`src/rtl/sample_stream_pkg.sv`:
```
// Shared types and helpers for the patterned byte-stream source.
package sample_stream_pkg;

    typedef enum logic [1:0] {
        INCR  = 2'd0,
        LFSR  = 2'd1,
        CONST = 2'd2,
        DECR  = 2'd3
    } mode_e;

    typedef enum logic [1:0] {
        IDLE = 2'd0,
        SEND = 2'd1,
        GAP  = 2'd2
    } state_e;

    localparam int GAP_WIDTH   = 4;
    localparam int COUNT_WIDTH = 32;

    // One Galois LFSR step on a zero-extended value; callers truncate to their width.
    function automatic logic [31:0] lfsr_step(input logic [31:0] d, input logic [31:0] taps);
        return (d >> 1) ^ (d[0] ? taps : 32'd0);
    endfunction

endpackage

```
`src/rtl/sample_stream_pattern.sv`:
```
// Burst payload generator: loads the seed on command accept and steps the
// value according to the latched mode on each advance strobe.
module sample_stream_pattern
    import sample_stream_pkg::*;
#(
    parameter int                    DATA_WIDTH = 8,
    parameter logic [DATA_WIDTH-1:0] LFSR_TAPS  = 8'hB8
) (
    input  logic                  clk,
    input  logic                  reset_n,
    input  logic                  load,
    input  logic [DATA_WIDTH-1:0] seed,
    input  mode_e                 mode,
    input  logic                  advance,
    output logic [DATA_WIDTH-1:0] data
);

    mode_e                 mode_q;
    logic [DATA_WIDTH-1:0] data_q;
    logic [DATA_WIDTH-1:0] data_next;

    always_comb begin
        data_next = data_q;
        case (mode_q)
            INCR:    data_next = data_q + DATA_WIDTH'(1);
            DECR:    data_next = data_q - DATA_WIDTH'(1);
            LFSR:    data_next = DATA_WIDTH'(lfsr_step(32'(data_q), 32'(LFSR_TAPS)));
            default: data_next = data_q;
        endcase
    end

    // An all-zero LFSR state would lock up, so a zero seed starts at 1.
    always_ff @(posedge clk or negedge reset_n) begin
        if (!reset_n) begin
            data_q <= '0;
            mode_q <= INCR;
        end else if (load) begin
            mode_q <= mode;
            data_q <= (mode == LFSR && seed == '0) ? DATA_WIDTH'(1) : seed;
        end else if (advance) begin
            data_q <= data_next;
        end
    end

    assign data = data_q;

endmodule

```
`src/rtl/sample_stream_source.sv`:
```
// Command-driven valid/ready byte-stream transmitter with patterned bursts,
// programmable inter-beat gap, backpressure handling and abort.
module sample_stream_source
    import sample_stream_pkg::*;
#(
    parameter int                    DATA_WIDTH = 8,
    parameter int                    LEN_WIDTH  = 16,
    parameter logic [DATA_WIDTH-1:0] LFSR_TAPS  = 8'hB8
) (
    input  logic                   clk,
    input  logic                   reset_n,
    input  logic                   cmd_valid,
    output logic                   cmd_ready,
    input  logic [LEN_WIDTH-1:0]   cmd_len,
    input  logic [1:0]             cmd_mode,
    input  logic [DATA_WIDTH-1:0]  cmd_seed,
    input  logic [GAP_WIDTH-1:0]   cmd_gap,
    input  logic                   abort,
    output logic                   stream_out_valid,
    input  logic                   stream_out_ready,
    output logic [DATA_WIDTH-1:0]  stream_out_data,
    output logic                   stream_out_last,
    output logic                   busy,
    output logic [COUNT_WIDTH-1:0] beat_count
);

    state_e                 state;
    logic [LEN_WIDTH-1:0]   beats_left;
    logic [GAP_WIDTH-1:0]   gap_cfg;
    logic [GAP_WIDTH-1:0]   gap_cnt;
    logic                   accept;
    logic                   load;
    logic                   handshake;
    logic                   advance;

    assign cmd_ready = (state == IDLE) & ~abort;
    assign accept    = cmd_valid & cmd_ready;
    assign load      = accept & (cmd_len != '0);
    assign handshake = stream_out_valid & stream_out_ready;
    assign advance   = handshake & ~stream_out_last & ~abort;
    assign busy      = (state != IDLE);

    sample_stream_pattern #(
        .DATA_WIDTH (DATA_WIDTH),
        .LFSR_TAPS  (LFSR_TAPS)
    ) u_pattern (
        .clk     (clk),
        .reset_n (reset_n),
        .load    (load),
        .seed    (cmd_seed),
        .mode    (mode_e'(cmd_mode)),
        .advance (advance),
        .data    (stream_out_data)
    );

    // beats_left counts the beat on the bus plus those still to come.
    always_ff @(posedge clk or negedge reset_n) begin
        if (!reset_n) begin
            state            <= IDLE;
            stream_out_valid <= 1'b0;
            stream_out_last  <= 1'b0;
            beats_left       <= '0;
            gap_cfg          <= '0;
            gap_cnt          <= '0;
            beat_count       <= '0;
        end else begin
            if (handshake)
                beat_count <= beat_count + COUNT_WIDTH'(1);

            if (abort) begin
                state            <= IDLE;
                stream_out_valid <= 1'b0;
                stream_out_last  <= 1'b0;
            end else begin
                case (state)
                    IDLE: begin
                        if (load) begin
                            state            <= SEND;
                            stream_out_valid <= 1'b1;
                            stream_out_last  <= (cmd_len == LEN_WIDTH'(1));
                            beats_left       <= cmd_len;
                            gap_cfg          <= cmd_gap;
                        end
                    end
                    SEND: begin
                        if (stream_out_ready) begin
                            if (stream_out_last) begin
                                state            <= IDLE;
                                stream_out_valid <= 1'b0;
                                stream_out_last  <= 1'b0;
                            end else begin
                                beats_left <= beats_left - LEN_WIDTH'(1);
                                if (gap_cfg != '0) begin
                                    state            <= GAP;
                                    stream_out_valid <= 1'b0;
                                    stream_out_last  <= 1'b0;
                                    gap_cnt          <= gap_cfg - GAP_WIDTH'(1);
                                end else begin
                                    stream_out_last <= (beats_left == LEN_WIDTH'(2));
                                end
                            end
                        end
                    end
                    GAP: begin
                        if (gap_cnt == '0) begin
                            state            <= SEND;
                            stream_out_valid <= 1'b1;
                            stream_out_last  <= (beats_left == LEN_WIDTH'(1));
                        end else begin
                            gap_cnt <= gap_cnt - GAP_WIDTH'(1);
                        end
                    end
                    default: begin
                        state            <= IDLE;
                        stream_out_valid <= 1'b0;
                        stream_out_last  <= 1'b0;
                    end
                endcase
            end
        end
    end

endmodule

```
`config.mk`:
```
export PLATFORM = sky130hd
export DESIGN_NAME = sample_stream_source
export DESIGN_NICKNAME = d
export VERILOG_FILES = /design/src/rtl/sample_stream_pkg.sv /design/src/rtl/sample_stream_pattern.sv /design/src/rtl/sample_stream_source.sv
export SDC_FILE = /design/constraint.sdc
export NUM_CORES = 1
export LEC_CHECK = 0
export BUFFER_PORTS_ARGS = -buffer_cell sky130_fd_sc_hd__buf_2
export CORE_MARGIN = 2
export CORE_UTILIZATION = 55
export CTS_CLUSTER_SIZE = 16
export DETAILED_ROUTE_END_ITERATION = 6
export GPL_TIMING_DRIVEN = 1
export PLACE_DENSITY = 0.85
export RECOVER_POWER = 25
export SETUP_SLACK_MARGIN = 0.02
export SLEW_MARGIN = 20
export SYNTH_ARGS = -nofsm -noshare
export SYNTH_HDL_FRONTEND = slang
export SYNTH_SLANG_ARGS = --single-unit
export TNS_END_PERCENT = 50
```
`constraint.sdc`:
```
create_clock -name clk -period 6.74 [get_ports clk]
set_input_delay 0.337 -clock clk [delete_from_list [all_inputs] [get_ports clk]]
set_output_delay 0.337 -clock clk [all_outputs]
set_load 0.01 [all_outputs]
```
==> impl_metrics.py <==
metrics = {
    "clock_network": {
        "path_clk_slew_ps": 80,
        "h-tree-depth": 3,
        "cts_resized": 0,
        "cts.sinks": 69,
        "cts_root_buf": "clkbuf_8",
        "post_cts_buffers": 0,
        "numCtsBuffers": 9,
        "cts_tree": "done",
        "cts_hold_buf": 0,
        "clock_latency_ps": 360,
        "clockBufferDepth": 2,
    },
    "floorplanning": {
        "core_area_mm2": 0.00721,
        "die_w_um": 90.2,
        "io_pins": 79,
        "start_util_pct": 56.6,
        "std_cell_rows": 31,
        "die_h_um": 90.2,
        "dieArea_mm2": 0.00813,
    },
    "sta": {
        "rsz0062_at_grt": "no",
        "finalHoldViolCount": 0,
        "max_freq_mhz": 290,
        "maxSlewHeadroom_pct": -149,
        "timing.final.crit_share_pct": 51.1,
        "tightest_slew_ps": 3730,
        "finClkSkew_ps": 11.8,
        "min_period_ps": 3440,
        "drv_slew": 70,
        "final.setup.tns_ps": 0,
        "setup_viol": 0,
    },
    "logic_synthesis": {
        "synth-edff-count": 0,
        "syn_avg_cell_area_um2": 9.02,
        "netlist_top_cells_area": "dfrtp_1 42%, xnor2_1 6.6%, nand2_1 5.1%",
        "synth_top_area_share_pct": 42.3,
        "yosys_warnings": 0,
        "synth.distinct_cells": 67,
        "ys_ff_latch": 69,
        "seq_area_frac_synth_pct": 42.3,
        "syn-instance-count": 453,
        "synth_fp_nets": 497,
        "async_flop_share_pct": 100,
        "yosys.area.top_type": "dfrtp_1",
        "ys.flop_type": "dfrtp_1",
        "syn_area_mm2": 0.00409,
    },
    "min_path": {
        "worst_hold_startpoint": "cmd_gap[1]",
        "min_to": "gap_cfg[1]",
        "hold_path_class": "in2reg",
        "hold_depth": 3,
    },
    "final_layout": {
        "final_cell_area_mm2": 0.00472,
        "final_nets": 563,
        "drive_above_1_share_pct": 21.8,
        "syn_to_final_growth_pct": 15.5,
        "antenna_cells": 0,
        "final_util_pct": 65.4,
    },
    "outcome": {
        "status": "finished with violations",
        "violations": "capacitance limit, slew limit",
    },
    "routing": {
        "firstDrtPassIters": 5,
        "wl_um": 9700,
        "vias": 3692,
        "routed_via_density": 5.93,
        "drc": 0,
        "drtAntennaViolNets": 0,
        "wl_per_cell_um": 15.6,
        "drt_iter0_drc": 215,
    },
    "grt": {
        "antenna_found_initial": 0,
        "grt_pass1_vias": 3568,
        "grt_max_degree": 70,
        "top_usage_layer": "met2",
        "use_met1_pct": 33.8,
        "grt_use_met3_pct": 4.95,
        "grt_remaining_overflow": 0,
        "met2_usage_pct": 39.9,
        "grt_pass1_wl_um": 16700,
        "track_usage_pct": 25.2,
    },
    "setup_path": {
        "critPathTopFamily": "buffers and inverters",
        "reg2reg_to": "beats_left[13]",
        "crit_chain": "buf_2 -> clkbuf_1",
        "critPathKind": "in2async",
        "timing.rr.start": "state[1]",
        "rr_worst_depth": 5,
        "crit_required_ps": 6350,
        "cp_num_buf_inv": 2,
        "start_kind": "primary input",
        "end_kind": "async pin",
        "cp_slowest_cell": "clkbuf_1",
        "cp_max_fo": 69,
        "max_stage_delay_ps": 2620,
        "reg2reg_slack_ps": 4070,
        "cp_data_arrival_time_ps": 3050,
    },
    "placement": {
        "place_congestion": 0.908,
        "placed_cell_area_mm2": 0.00449,
        "hpwl_um": 6910,
        "io_buffers": 78,
    },
    "power_and_ir_drop": {
        "cellPowerDensity_mw_per_mm2": 312,
        "irDropWorstVdd_mv": 0.147,
        "cellLeakagePower_nw": 2.15,
    },
    "run": {
        "cap_violations": 1,
    },
}
[routing by layer]
layer	part of all wire, %	up-vias
met4	2.5	0
met1	45	1757
li1	-	1761
met5	0	-
met2	47	151
met3	5.5	23
[power by group]
| part | leakage [nW] | switching [mW] | internal (mW) |
|---|---|---|---|
| Sequential | 0.885 | 0.129 | 0.500 |
| Combinational | 1.16 | 0.250 | 0.195 |
| Clock | 0.111 | 0.183 | 0.214 |
[cell usage after synthesis (9+ instances only)]
master and instances:
o21ai_0 28, ha_1 9, clkbuf_1 14, xnor2_1 31, xor2_1 10, nand3_1 17, inv_1 15, a21oi_1 23
dfrtp_1 69, nor2_1 43, nand2_1 56, nand4_1 12, nor3_1 13
[sequential cells by signal, summed over array words and instances (netlist names)]
register          flops
beat_count           32
beats_left           16
gap_cfg               4
gap_cnt               4
state                 2
stream_out_last       1
u_pattern.data        8
u_pattern.mode_q      2
[layout by cell type, fill, tap and decap left out, types with 12 or more instances in the layout]
cell type  instances
nand4_1           12
o21ai_0           27
nor3_1            13
dfrtp_1           69
nand2_1           56
inv_1             15
a21oi_1           23
buf_2             78
nand3_1           17
nor2_1            43
xnor2_1           31
[stage by stage]
stage               total power [mW]  hold WS [ps]  setup WS (ps)  std cells
finish                          1.47           166           3300        623
global placement                1.04           453           3950        607
detailed placement              1.07           458           3810        607
global route                    1.56           158           2550        623
floorplan                      0.939          41.4           4600        453
CTS                             1.47           162           3790        623
[cell type report]
class	instances	area (um2)
Fill cell	612	2500
Multi-Input combinational cell	345	2190
Sequential cell	69	1730
Timing Repair Buffer	79	394
Clock buffer	9	124
Tap cell	99	124
Clock inverter	7	103
Inverter	15	56.3
[worst max path at each step]
stage,start,end,slack (ps),cells past startpoint
2_1_floorplan,u_pattern.mode_q[0],u_pattern.data[6],4600,9
3_3_place_gp,state[0],beats_left[9],3950,6
3_5_place_dp,state[0],beats_left[13],3810,6
4_1_cts,state[0],beats_left[13],3790,6
5_1_grt,reset_n,u_pattern.data[2],2550,2
6_report,reset_n,u_pattern.data[0],3300,2
[cell families (layout without fill, tap and decap cells)]
group,count (synthesis),in the layout,synth area share (%)
DFF,69,69,42.3
muxes,9,9,2.30
and+or+nand+nor,184,184,23.0
xor gates and xnor gates,41,41,8.79
adders and majority gates,9,9,2.76
buffers and inverters,39,110,4.13
AOI/OAI and AO/OA,102,102,16.7
Note: power is estimated with default switching activity, not from simulation.
